===== config.mk =====
export PLATFORM = sky130hd
export DESIGN_NAME = instruction_fetch_stage
export DESIGN_NICKNAME = d
export VERILOG_FILES = /design/src/rtl/instruction_fetch_stage_pkg.sv /design/src/rtl/instruction_fetch_stage_reservation_buffer.sv /design/src/rtl/instruction_fetch_stage.sv
export SDC_FILE = /design/constraint.sdc
export NUM_CORES = 1
export LEC_CHECK = 0
export CAP_MARGIN = 20
export CORE_MARGIN = 3
export CORE_UTILIZATION = 62
export CTS_BUF_LIST = sky130_fd_sc_hd__clkbuf_8
export DETAILED_ROUTE_END_ITERATION = 7
export GPL_TIMING_DRIVEN = 0
export PLACE_DENSITY = 0.94
export SETUP_SLACK_MARGIN = 0.05
export SLEW_MARGIN = 20
export SYNTH_ARGS = -nofsm -noshare
export SYNTH_HDL_FRONTEND = slang
export SYNTH_HIERARCHICAL = 1
export SYNTH_SLANG_ARGS = --single-unit

===== constraint.sdc =====
create_clock -name CLK -period 7.5 [get_ports CLK]
set_input_delay 1.5 -clock CLK [delete_from_list [all_inputs] [get_ports CLK]]
set_output_delay 1.5 -clock CLK [all_outputs]
set_load 0.005 [all_outputs]

===== src/rtl/instruction_fetch_stage_pkg.sv =====
`default_nettype none
// ---------------------------------------------------------------------------
// instruction_fetch_stage_pkg: widths and constants shared by the fetch stage.
// Rev 1.0
// ---------------------------------------------------------------------------
package instruction_fetch_stage_pkg;

  localparam int XLEN = 32;
  localparam int ILEN = 32;

  localparam logic [XLEN-1:0] DEFAULT_RESET_PC = 32'h0000_0000;
  localparam logic [ILEN-1:0] NOP_INSTRUCTION  = 32'h0000_0013;

  typedef logic [XLEN-1:0] addr_t;
  typedef logic [ILEN-1:0] instr_t;

  function automatic addr_t word_align(input addr_t a);
    return {a[XLEN-1:2], 2'b00};
  endfunction

endpackage
`default_nettype wire


===== src/rtl/instruction_fetch_stage_reservation_buffer.sv =====
`default_nettype none
// ---------------------------------------------------------------------------
// fetch_reservation_buffer: in-order staging of fetched words with their PCs.
// Rev 1.0
// ---------------------------------------------------------------------------
module fetch_reservation_buffer
  import instruction_fetch_stage_pkg::*;
#(
  parameter int BUFFER_DEPTH = 4
) (
  input  logic                          CLK,
  input  logic                          RST,
  input  logic                          flush,
  input  logic                          alloc,
  input  addr_t                         alloc_pc,
  input  logic                          rsp_valid,
  input  instr_t                        rsp_data,
  input  logic                          pop,
  output logic [$clog2(BUFFER_DEPTH):0] reserved,
  output logic                          head_valid,
  output addr_t                         head_pc,
  output instr_t                        head_instr
);

  localparam int PTR_W     = $clog2(BUFFER_DEPTH);
  localparam int DISCARD_W = PTR_W + 4;
  localparam logic [PTR_W:0]     c_ptr_one     = (PTR_W+1)'(1);
  localparam logic [DISCARD_W-1:0] c_discard_one = DISCARD_W'(1);

  addr_t                 r_pc    [BUFFER_DEPTH];
  instr_t                r_instr [BUFFER_DEPTH];
  logic [BUFFER_DEPTH-1:0] r_filled;
  logic [PTR_W:0]        r_head, r_fill, r_alloc;
  logic [DISCARD_W-1:0]  r_discard;

  logic [PTR_W-1:0] w_head_idx, w_fill_idx, w_alloc_idx;
  logic [PTR_W:0]   w_unfilled;
  logic             w_accept;

  assign w_head_idx  = r_head[PTR_W-1:0];
  assign w_fill_idx  = r_fill[PTR_W-1:0];
  assign w_alloc_idx = r_alloc[PTR_W-1:0];
  assign reserved    = r_alloc - r_head;
  assign w_unfilled  = r_alloc - r_fill;
  assign w_accept    = rsp_valid && (r_discard == '0) && !flush;

  // Filled bits are cleared on allocation, so a stale bit is harmless once flushed.
  assign head_valid = (reserved != '0) && r_filled[w_head_idx];
  assign head_pc    = r_pc[w_head_idx];
  assign head_instr = r_instr[w_head_idx];

  always_ff @(posedge CLK) begin
    if (alloc)    r_pc[w_alloc_idx]   <= alloc_pc;
    if (w_accept) r_instr[w_fill_idx] <= rsp_data;
  end

  always_ff @(posedge CLK or posedge RST) begin
    if (RST) begin
      r_head    <= '0;
      r_fill    <= '0;
      r_alloc   <= '0;
      r_filled  <= '0;
      r_discard <= '0;
    end else if (flush) begin
      r_head    <= r_alloc;
      r_fill    <= r_alloc;
      // Words still owed by memory: earlier discards plus this path's unfilled entries.
      r_discard <= r_discard + DISCARD_W'(w_unfilled) - DISCARD_W'(rsp_valid);
    end else begin
      if (alloc) begin
        r_alloc               <= r_alloc + c_ptr_one;
        r_filled[w_alloc_idx] <= 1'b0;
      end
      if (w_accept) begin
        r_fill               <= r_fill + c_ptr_one;
        r_filled[w_fill_idx] <= 1'b1;
      end else if (rsp_valid) begin
        r_discard <= r_discard - c_discard_one;
      end
      if (pop) r_head <= r_head + c_ptr_one;
    end
  end

`ifndef SYNTHESIS
  assert property (@(posedge CLK) disable iff (RST)
    rsp_valid |-> ((r_discard != '0) || (w_unfilled != '0)));
`endif

endmodule
`default_nettype wire


===== src/rtl/instruction_fetch_stage.sv =====
`default_nettype none
// ---------------------------------------------------------------------------
// instruction_fetch_stage: PC register, imem request issue and decode output.
// Rev 1.0
// ---------------------------------------------------------------------------
module instruction_fetch_stage
  import instruction_fetch_stage_pkg::*;
#(
  parameter logic [XLEN-1:0] RESET_PC     = DEFAULT_RESET_PC,
  parameter int              BUFFER_DEPTH = 4
) (
  input  logic            CLK,
  input  logic            RST,
  input  logic            STALL_FETCH_STAGE,
  input  logic            BRANCH_TAKEN,
  input  logic [XLEN-1:0] BRANCH_TARGET,
  output logic            IMEM_REQ,
  output logic [XLEN-1:0] IMEM_ADDR,
  input  logic            IMEM_READY,
  input  logic            IMEM_RVALID,
  input  logic [ILEN-1:0] IMEM_RDATA,
  output logic [ILEN-1:0] INSTRUCTION,
  output logic [XLEN-1:0] PC_OUT,
  output logic            INSTRUCTION_VALID
);

  localparam int CNT_W = $clog2(BUFFER_DEPTH) + 1;
  localparam logic [CNT_W-1:0] c_depth = CNT_W'(BUFFER_DEPTH);

  addr_t            r_pc;
  logic [CNT_W-1:0] w_reserved;
  logic             w_head_valid;
  addr_t            w_head_pc;
  instr_t           w_head_instr;
  logic             w_pop;
  logic             w_fire;

  // A pop this cycle frees a slot, so a full buffer can still issue.
  assign w_pop     = w_head_valid && !STALL_FETCH_STAGE && !BRANCH_TAKEN;
  assign IMEM_REQ  = !RST && !BRANCH_TAKEN && ((w_reserved - CNT_W'(w_pop)) < c_depth);
  assign IMEM_ADDR = r_pc;
  assign w_fire    = IMEM_REQ && IMEM_READY;

  always_ff @(posedge CLK or posedge RST) begin
    if (RST)               r_pc <= word_align(RESET_PC);
    else if (BRANCH_TAKEN) r_pc <= word_align(BRANCH_TARGET);
    else if (w_fire)       r_pc <= r_pc + 32'd4;
  end

  fetch_reservation_buffer #(
    .BUFFER_DEPTH (BUFFER_DEPTH)
  ) u_buffer (
    .CLK        (CLK),
    .RST        (RST),
    .flush      (BRANCH_TAKEN),
    .alloc      (w_fire),
    .alloc_pc   (r_pc),
    .rsp_valid  (IMEM_RVALID),
    .rsp_data   (IMEM_RDATA),
    .pop        (w_pop),
    .reserved   (w_reserved),
    .head_valid (w_head_valid),
    .head_pc    (w_head_pc),
    .head_instr (w_head_instr)
  );

  assign INSTRUCTION_VALID = w_head_valid;
  assign INSTRUCTION       = w_head_valid ? w_head_instr : NOP_INSTRUCTION;
  assign PC_OUT            = w_head_valid ? w_head_pc : '0;

endmodule
`default_nettype wire


==> Word level (Yosys, flattened, before mapping) <==
Memories as Yosys holds them, arrays and structs flattened.
Cells that the tools add are included.
{ "totals": {"regBits": 51, "ramBits": 256, "inputBits": 70, "out_inout_bits": 98, "word_cells": 74, "n_memories": 2} }
{ "classes": {"n_addsub": 10, "n_lt_le_gt_ge": 6, "n_eq_ne": 1, "muxes": 24, "n_bitwise": 4, "reduce_logical": 21} }
{ "mem_list": {"columns": ["memory", "depth", "word_bits", "read_ports", "rd_ports_with_merged_regs", "write_ports", "line", "source"], "rows": [
  ["u_buffer.r_instr", 4, 32, 1, 0, 1, "instruction_fetch_stage_reservation_buffer.sv:31", "instr_t r_instr [BUFFER_DEPTH];"],
  ["u_buffer.r_pc", 4, 32, 1, 0, 1, "instruction_fetch_stage_reservation_buffer.sv:30", "addr_t r_pc [BUFFER_DEPTH];"]
]} }
{ "ops": {"columns": ["operator", "count"], "rows": [
  ["$mux 32", 4],
  ["$add 32x3->32 const B", 1],
  ["$mux 6", 3],
  ["$mux 3", 4],
  ["$mux 4", 3],
  ["$logic_and 1x1->1", 10],
  ["$add 3x1->3 const B", 3],
  ["$lt 2x3->1 const B", 3],
  ["$reduce_bool 2->1", 4],
  ["$mux 1", 7],
  ["$add 6x3->6", 1],
  ["$logic_not 6->1", 1],
  ["$sub 3x3->3", 2],
  ["$sub 6x1->6", 1],
  ["$sub 6x1->6 const B", 1],
  ["$and 4x4->4", 1],
  ["$demux 1 s2", 2],
  ["$ge 2x1->1 const B", 2],
  ["$not 4->4", 1],
  ["$or 4x4->4", 1],
  ["$reduce_and 2->1", 2],
  ["$logic_not 1->1", 3],
  ["$lt 3x3->1 const B", 1],
  ["$reduce_bool 3->1", 1],
  ["4 further kinds", 4]
]} }

==> Longest topological paths before layout <==
Gate-level depths: netlist of run 1.
{ "logic_depth": {"ltp_word": 13, "ltp_mapped": 13, "ltp_nobuf": 13} }

==> Cells and area by module <==
Netlist of run 1, hierarchy kept.
{ "by_module_without_submodules": {"columns": ["mod", "instances", "cells_per_inst", "area_per_inst_um2"], "rows": [
  ["fetch_reservation_buffer", 1, 490, 10771.6],
  ["instruction_fetch_stage", 1, 295, 2290.9]
]} }

==> Least setup slack after synthesis of run 1 <==
No wires, ideal clock.
{ "synth_path": {"path_type": "input to output", "start": "input port BRANCH_TAKEN", "end": "output port IMEM_REQ", "arrival_ns": 2.554, "setup_slack_ns": 3.446, "path_stages": 5, "cell_sequence": "clkbuf_1 nor3b_1 nand2_1 xnor2_1 nor3_1"} }
{ "synth_between": {"elab_chain_len": 5} }
{ "synth_rtl": {"columns": ["item", "line", "source"], "rows": [
  ["start, declared", "instruction_fetch_stage.sv:15", "input logic BRANCH_TAKEN,"],
  ["$logic_not 1->1", "instruction_fetch_stage.sv:39", "assign w_pop = w_head_valid && !STALL_FETCH_STAGE && !BRANCH_TAKEN;"],
  ["$logic_and 1x1->1", "instruction_fetch_stage.sv:39", null],
  ["net w_pop", "instruction_fetch_stage.sv:35", "logic w_pop;"],
  ["$sub 3x1->3", "instruction_fetch_stage.sv:40", "assign IMEM_REQ = !RST && !BRANCH_TAKEN && ((w_reserved - CNT_W'(w_pop)) < c_depth);"],
  ["$lt 3x3->1", "instruction_fetch_stage.sv:40", null],
  ["$logic_and 1x1->1", "instruction_fetch_stage.sv:40", null],
  ["end, declared", "instruction_fetch_stage.sv:17", "output logic IMEM_REQ,"]
]} }
The timed path passes the listed nets, and every way through them passes these cells.

==> Worst setup path in the final report of run 1 <==
{ "layout_path": {"start": "register u_buffer.r_alloc[0]", "end": "output port PC_OUT[30]"} }
{ "layout_between": {"elab_chain_len": 4} }
{ "layout_rtl": {"columns": ["item", "line", "source"], "rows": [
  ["start, declared", "instruction_fetch_stage_reservation_buffer.sv:33", "logic [PTR_W:0] r_head, r_fill, r_alloc;"],
  ["start signal, assigned", "instruction_fetch_stage_reservation_buffer.sv:71", "r_alloc <= r_alloc + c_ptr_one;"],
  ["$sub 3x3->3", "instruction_fetch_stage_reservation_buffer.sv:43", "assign reserved = r_alloc - r_head;"],
  ["net w_reserved[2]", "instruction_fetch_stage.sv:31", "logic [CNT_W-1:0] w_reserved;"],
  ["$reduce_bool 3->1", "instruction_fetch_stage_reservation_buffer.sv:48", "assign head_valid = (reserved != '0) && r_filled[w_head_idx];"],
  ["$logic_and 1x1->1", "instruction_fetch_stage_reservation_buffer.sv:48", null],
  ["$mux 32", "instruction_fetch_stage.sv:69", "assign PC_OUT = w_head_valid ? w_head_pc : '0;"],
  ["end, declared", "instruction_fetch_stage.sv:23", "output logic [XLEN-1:0] PC_OUT,"]
]} }
The timed path passes the listed nets, and every way through them passes these cells.

==> results.toml, run 1 <==
[grt]
grt_max_degree = 31
antenna_found_initial = 2
grt_pass1_vias = 8969
gr-total-overflow = 0
grt_use_total_pct = 31.5
grt_pass1_wl_microns = 53100

[yosys]
yosysWarnings = 6
netlist_area_sq_um = 13100
async_flop_share_pct = 16.1
synth-edff-count = 256
postSynthCellCount = 785
yosysSeqAreaShare_pct = 68.2
ys_ff_latch = 305
synth.area.top_cells = "edfxtp_1, mux4_2, dfrtp_1"
synth_top_area_share_pct = 58.9
synth_area_per_cell_sq_um = 16.6
synthFlopType = "edfxtp_1"
synth_top_area_cell = "edfxtp_1"
synth_cell_types = 61

[detailed_routing]
drtIter0Drc = 1045
avgRoutedWirePerCell_microns = 26.7
drc = 0
dr.pass1.iters = 6
viasPerCell = 6.56
vias = 8657
wl_microns = 35300
ant_nets = 0

[setup_path]
r2r_slack_ns = 3.15
reg2reg_depth = 13
critPathKind = "reg2out"
r2r-end = "IMEM_ADDR[14]"
critPathMaxFanout = 10
start_kind = "flip-flop"
cp.required_ns = 6.00
crit_start = "u_buffer/r_alloc[0]"
arrival_ns = 4.41
r2r-start = "u_buffer/r_alloc[0]"
cp-end-kind = "output pin"

[clock_tree]
hold_buffers = 0
cts_sinks = 305
cts-root-buf = "clkbuf_8"
cts-buffers-inserted = 46
cts_tree = "yes"
cts.clk_slew.worst_paths_ns = 0.06
htreeDepth = 2
cts_resized = 0
post-cts-setup-buffers = 0
clockBufferDepth = 3
insertion_delay_ns = 0.57

[run]
max_cap_viol_count = 0

[floorplanning]
die_width_microns = 151
dieArea_sq_um = 22800
die_h_microns = 151
io_pins = 168
row_count = 52
core_sq_um = 20500
start_util_pct = 63.7

[pwr]
power.switching_w = 0.00169
clkPwrFrac_pct = 25.0
p_int_w = 0.00359
comb_power_share_pct = 34.4
power_density_nw_per_um2 = 326
p_seq_share_pct = 40.6
p_leak_nw = 5.72
switching_share_pct = 32.0
peakVddDrop_mv = 0.234

[sta]
hold_viol_final = 0
setup_slack_ns = 1.59
grt_setup_unrepaired = "no"
min_period_ns = 5.91
final_max_slew_viol_count = 0
slew-limit-headroom_pct = 34.9
worst-slew-pin-transition_ns = 0.968
tns_ns = 0
final-setup-viol-count = 0
skew_ns = 0.0320
post-route-period-util_pct = 78.8
fmax_mhz = 169
whs_ns = 0.525

[layout]
fin_nets = 1109
fillers = 996
final_common_cell = "edfxtp_1"
mostFrequentLayoutCells = "edfxtp_1, clkdlybuf4s50_1, mux4_2"
fin_area_sq_um = 16200
drive_gt1_share_pct = 16.9
syn2layout_area_growth_pct = 23.9

[placement]
dp_slack_ns = 2.05
gp_congestion = 0.885
dp_hpwl_microns = 21600
placed_area_sq_um = 15300
port-buffer-count = 163

[min_path]
min_to = "u_buffer/r_filled[1]"
hold_path.class = "reg2reg"
holdPathStages = 1
hold_start = "u_buffer/r_filled[1]"

[status]
outcome = "complete, no violations"
## cells by family after synthesis
family,Yosys count,share of synthesized area (%)
flip-flops,305,68.2
AND/OR/NAND/NOR,206,8.95
AO/OA/AOI/OAI,78,3.90
multiplexers,76,12.1
buffers and inverters,68,2.46
adder cells (fa/ha/maj),26,2.66
XOR/XNOR,25,1.68
other,1,0.0287
## stage by stage
stage	total power, W	utilization, %	std cells
6_report	0.00528	78.9	1320
4_1_cts	0.00527	78.9	1318
5_1_grt	0.00552	78.9	1320
3_5_place_dp	0.00392	74.6	1235
3_3_place_gp	0.00381	73.5	1227
2_1_floorplan	0.00329	-	794
## area by class of cell
type | count | area [sq um] | area share, %
Clock buffer | 50 | 688 | 4.25
Inverter | 32 | 120 | 0.742
Antenna cell | 2 | 5.00 | 0.0309
Tap cell | 270 | 338 | 2.09
Timing Repair Buffer | 171 | 1850 | 11.4
Buffer | 36 | 201 | 1.25
Clock inverter | 33 | 189 | 1.17
Sequential cell | 305 | 8910 | 55.1
Multi-Input combinational cell | 421 | 3870 | 23.9
## critical path, cell delays in order, from the launching register on
cell             delay (ns)
dfrtp_1                0.39
inv_1                  0.19
ha_1                   0.25
fa_1                   0.38
xnor2_1                0.16
xnor2_1                0.33
o31a_1                 0.22
clkbuf_1               0.63
clkbuf_1               0.45
and2_1                 0.24
clkdlybuf4s50_1        0.59
## cell usage after synthesis, types with 2 or more instances
cell type	number
edfxtp_1	256
and2_1	72
mux4_2	65
nand2_1	50
dfrtp_1	49
inv_1	29
o21ai_0	27
ha_1	23
nand3_1	19
xnor2_1	19
clkbuf_1	17
nor2_1	17
a21oi_1	13
nand4_1	12
o211ai_1	12
buf_2	8
mux2i_1	7
o311ai_0	7
xor2_1	6
buf_4	5
buf_6	5
nor3_1	5
a22o_1	4
mux2_2	4
fa_1	3
nand2b_1	3
nand3b_1	3
nor4_1	3
a211oi_1	2
a21o_1	2
a31oi_1	2
inv_2	2
nand3_2	2
nor2b_1	2
nor4_2	2
nor4b_1	2
nor4bb_1	2
## worst max path at each step
stage                 end  slack (ns)  cells past startpoint
6_report       PC_OUT[30]        1.59                     10
5_1_grt        PC_OUT[16]        1.45                     10
4_1_cts        PC_OUT[16]        1.53                     10
3_5_place_dp     IMEM_REQ        2.05                      7
3_3_place_gp     IMEM_REQ        2.03                      7
2_1_floorplan    IMEM_REQ        3.45                      5
## power by group through the flow
stage | Combinational (W) | Sequential (W) | Clock, W
3_3_place_gp | 0.00166 | 0.00215 | 0
5_1_grt | 0.00197 | 0.00215 | 0.00140
6_report | 0.00182 | 0.00214 | 0.00132
3_5_place_dp | 0.00176 | 0.00216 | 0
2_1_floorplan | 0.00117 | 0.00212 | 0
4_1_cts | 0.00181 | 0.00213 | 0.00133
## layer usage
metal	track usage, %	wire [microns]	up-vias
li1	-	-	3490
met1	41.4	12200	4295
met2	51.0	17600	670
met3	7.75	3680	200
met4	13.6	1780	2
met5	0	13	-
## sequential cells by signal, indices dropped and copies added (netlist names)
name                count
u_buffer/r_head         3
u_buffer/r_alloc        3
u_buffer/r_fill         3
u_buffer/r_discard      6
u_buffer/r_pc         128
u_buffer/r_filled       4
IMEM_ADDR              30
u_buffer/r_instr      128
(Power assumes the default switching activity.)
==> run 2: changes to the inputs <==
--- a/config.mk
+++ b/config.mk
@@ -7,11 +7,11 @@
 export LEC_CHECK = 0
 export CAP_MARGIN = 20
 export CORE_MARGIN = 3
-export CORE_UTILIZATION = 62
+export CORE_UTILIZATION = 52
 export CTS_BUF_LIST = sky130_fd_sc_hd__clkbuf_8
 export DETAILED_ROUTE_END_ITERATION = 7
 export GPL_TIMING_DRIVEN = 0
-export PLACE_DENSITY = 0.94
+export PLACE_DENSITY = 0.85
 export SETUP_SLACK_MARGIN = 0.05
 export SLEW_MARGIN = 20
 export SYNTH_ARGS = -nofsm -noshare
==> constraint.sdc (replaced) <==
create_clock -name CLK -period 4.85 [get_ports CLK]
set_input_delay 0.97 -clock CLK [delete_from_list [all_inputs] [get_ports CLK]]
set_output_delay 0.97 -clock CLK [all_outputs]
set_load 0.005 [all_outputs]
==> run 2 against run 1 <==
  * Non-clock buffer count rose by 2
  * Hold slack worse by 0.019 ns
  * Critical endpoint is now PC_OUT[29]
  * Final cell count increased by 4.1%
  * Largest power group unchanged
  * Highest routed layer is now met4
  * Worst setup slack got worse by 1.4 ns
  * Largest cell class unchanged
  * Routed wire length is 19% lower
==> results.toml, run 2 (same netlist as run 1, synthesis figures left out) <==
[status]
outcome = "complete, no violations"

[floorplanning]
die_width_microns = 164
die_h_microns = 164
core_sq_um = 24500
dieArea_sq_um = 27100
start_util_pct = 53.2
row_count = 57
io_pins = 168

[sta]
hold_viol_final = 0
whs_ns = 0.505
post-route-period-util_pct = 96.1
tns_ns = 0
grt_setup_unrepaired = "yes"
final-setup-viol-count = 0
min_period_ns = 4.66
worst-slew-pin-transition_ns = 0.866
fmax_mhz = 214
slew-limit-headroom_pct = 41.8
skew_ns = 0.0275
final_max_slew_viol_count = 0

[detailed_routing]
viasPerCell = 5.70
wl_microns = 28500
wl_met2_microns = 14500
dr_wl_met3_microns = 1860
drc = 0
dr.max_layer_used = "met4"
dr.pass1.iters = 5
ant_nets = 0
vias = 7829
wl_met1_microns = 11300
drtIter0Drc = 747
avgRoutedWirePerCell_microns = 20.7

[layout]
drive_gt1_share_pct = 17.8
mostFrequentLayoutCells = "edfxtp_1, clkdlybuf4s50_1, mux4_2"
fillers = 1639
final_common_cell = "edfxtp_1"
fin_area_sq_um = 16200
seq_area_sq_um = 8910
syn2layout_area_growth_pct = 24.0
fin_nets = 1110
multi_input_area_sq_um = 3900
final_util_pct = 66.0
diodes = 0
instances_no_fill = 1374

[pwr]
p_leak_nw = 5.70
peakVddDrop_mv = 0.259
power_density_nw_per_um2 = 488

[clock_tree]
cts.clk_slew.worst_paths_ns = 0.06
insertion_delay_ns = 0.57
htreeDepth = 2
clockBufferDepth = 3
cts_sinks = 305
cts-buffers-inserted = 45
cts-root-buf = "clkbuf_8"
cts_tree = "yes"

[grt]
antenna_found_initial = 0
grt_max_degree = 31
gr-total-overflow = 0
grt_use_total_pct = 21.5
grt_pass1_wl_microns = 44300
grt_pass1_vias = 8064

[setup_path]
r2r_slack_ns = 0.64
critPathMaxFanout = 10
arrival_ns = 3.69
cp-end-kind = "output pin"
start_kind = "flip-flop"
r2r-start = "u_buffer/r_alloc[0]"
critPathKind = "reg2out"
r2r-end = "u_buffer/r_filled[0]"
reg2reg_depth = 15
cp.required_ns = 3.88

[placement]
port-buffer-count = 163
dp_hpwl_microns = 19300
placed_area_sq_um = 15300
gp_congestion = 0.845
place_inst = 1289

[min_path]
hold_path.class = "reg2reg"
holdPathStages = 1
hold_start = "u_buffer/r_filled[1]"
min_to = "u_buffer/r_filled[1]"

[run]
max_cap_viol_count = 0
run 2: cell count changes in the layout (fill, tap and decap cells not counted), sizes merged:
cell      delta
inv          -5
clkinv       +8
diode        -2
clkinvlp     +2
clkbuf       -6
bufinv       -1
buf          +4
run 2: repair_timing:
| item | in CTS | in global routing |
|---|---|---|
| endpoints found under the setup margin | 65 | 61 |
| hold buffers | 0 | 0 |
| setup buffers | 0 | 2 |
| pin swaps | 0 | 1 |
| resized for setup | 9 | 12 |
| hold endpoints to repair | 0 | 0 |
run 2: metrics by stage:
| stage | total power (W) | worst slack [ns] |
|---|---|---|
| global placement | 0.00591 | 0.104 |
| global route | 0.00839 | 0.0311 |
| floorplan | 0.00508 | 1.16 |
| finish | 0.00791 | 0.188 |
| detailed placement | 0.00603 | -0.00515 |
| CTS | 0.00794 | 0.0552 |
run 2: area by class of cell:
cell class,instances,area share [%]
Clock inverter,37,1.16
Sequential cell,305,55.0
Timing Repair Buffer,173,11.2
Multi-Input combinational cell,421,24.1
Tap cell,324,2.50
Clock buffer,46,3.91
Buffer,36,1.34
Inverter,32,0.741
run 2: how the worst max path moves through the flow:
stage	from	endpoint	cells after the start
final	u_buffer/r_alloc[0]	PC_OUT[29]	10
after floorplan	u_buffer/r_alloc[0]	u_buffer/r_filled[0]	13
after global placement	u_buffer/r_alloc[0]	u_buffer/r_filled[1]	13
after detailed placement	u_buffer/r_alloc[0]	PC_OUT[13]	10
after global routing	u_buffer/r_alloc[0]	PC_OUT[26]	10
after CTS	u_buffer/r_alloc[0]	PC_OUT[13]	10
run 2: metal layers:
layer / up-vias / track usage (%)
met5: - / 0
met4: 0 / 9.34
met3: 61 / 3.76
met2: 360 / 35.1
met1: 3913 / 28.8
li1: 3495 / -
run 2: where the power goes:
| group | total, W | internal [W] | switching, W |
|---|---|---|---|
| sequential | 0.00329 | 0.00308 | 0.000206 |
| combinational | 0.00274 | 0.00143 | 0.00131 |
| clock | 0.00187 | 0.000943 | 0.000931 |
| total | 0.00791 | 0.00546 | 0.00245 |
run 2: worst max-delay path, stage by stage, from the launching register on:
cell and delay, ns:
dfrtp_1 0.37, inv_1 0.17, ha_1 0.24, fa_1 0.42, xnor2_2 0.17, xnor2_2 0.26, o31a_1 0.24, buf_4 0.27
clkbuf_4 0.25, and2_1 0.21, clkdlybuf4s50_1 0.53
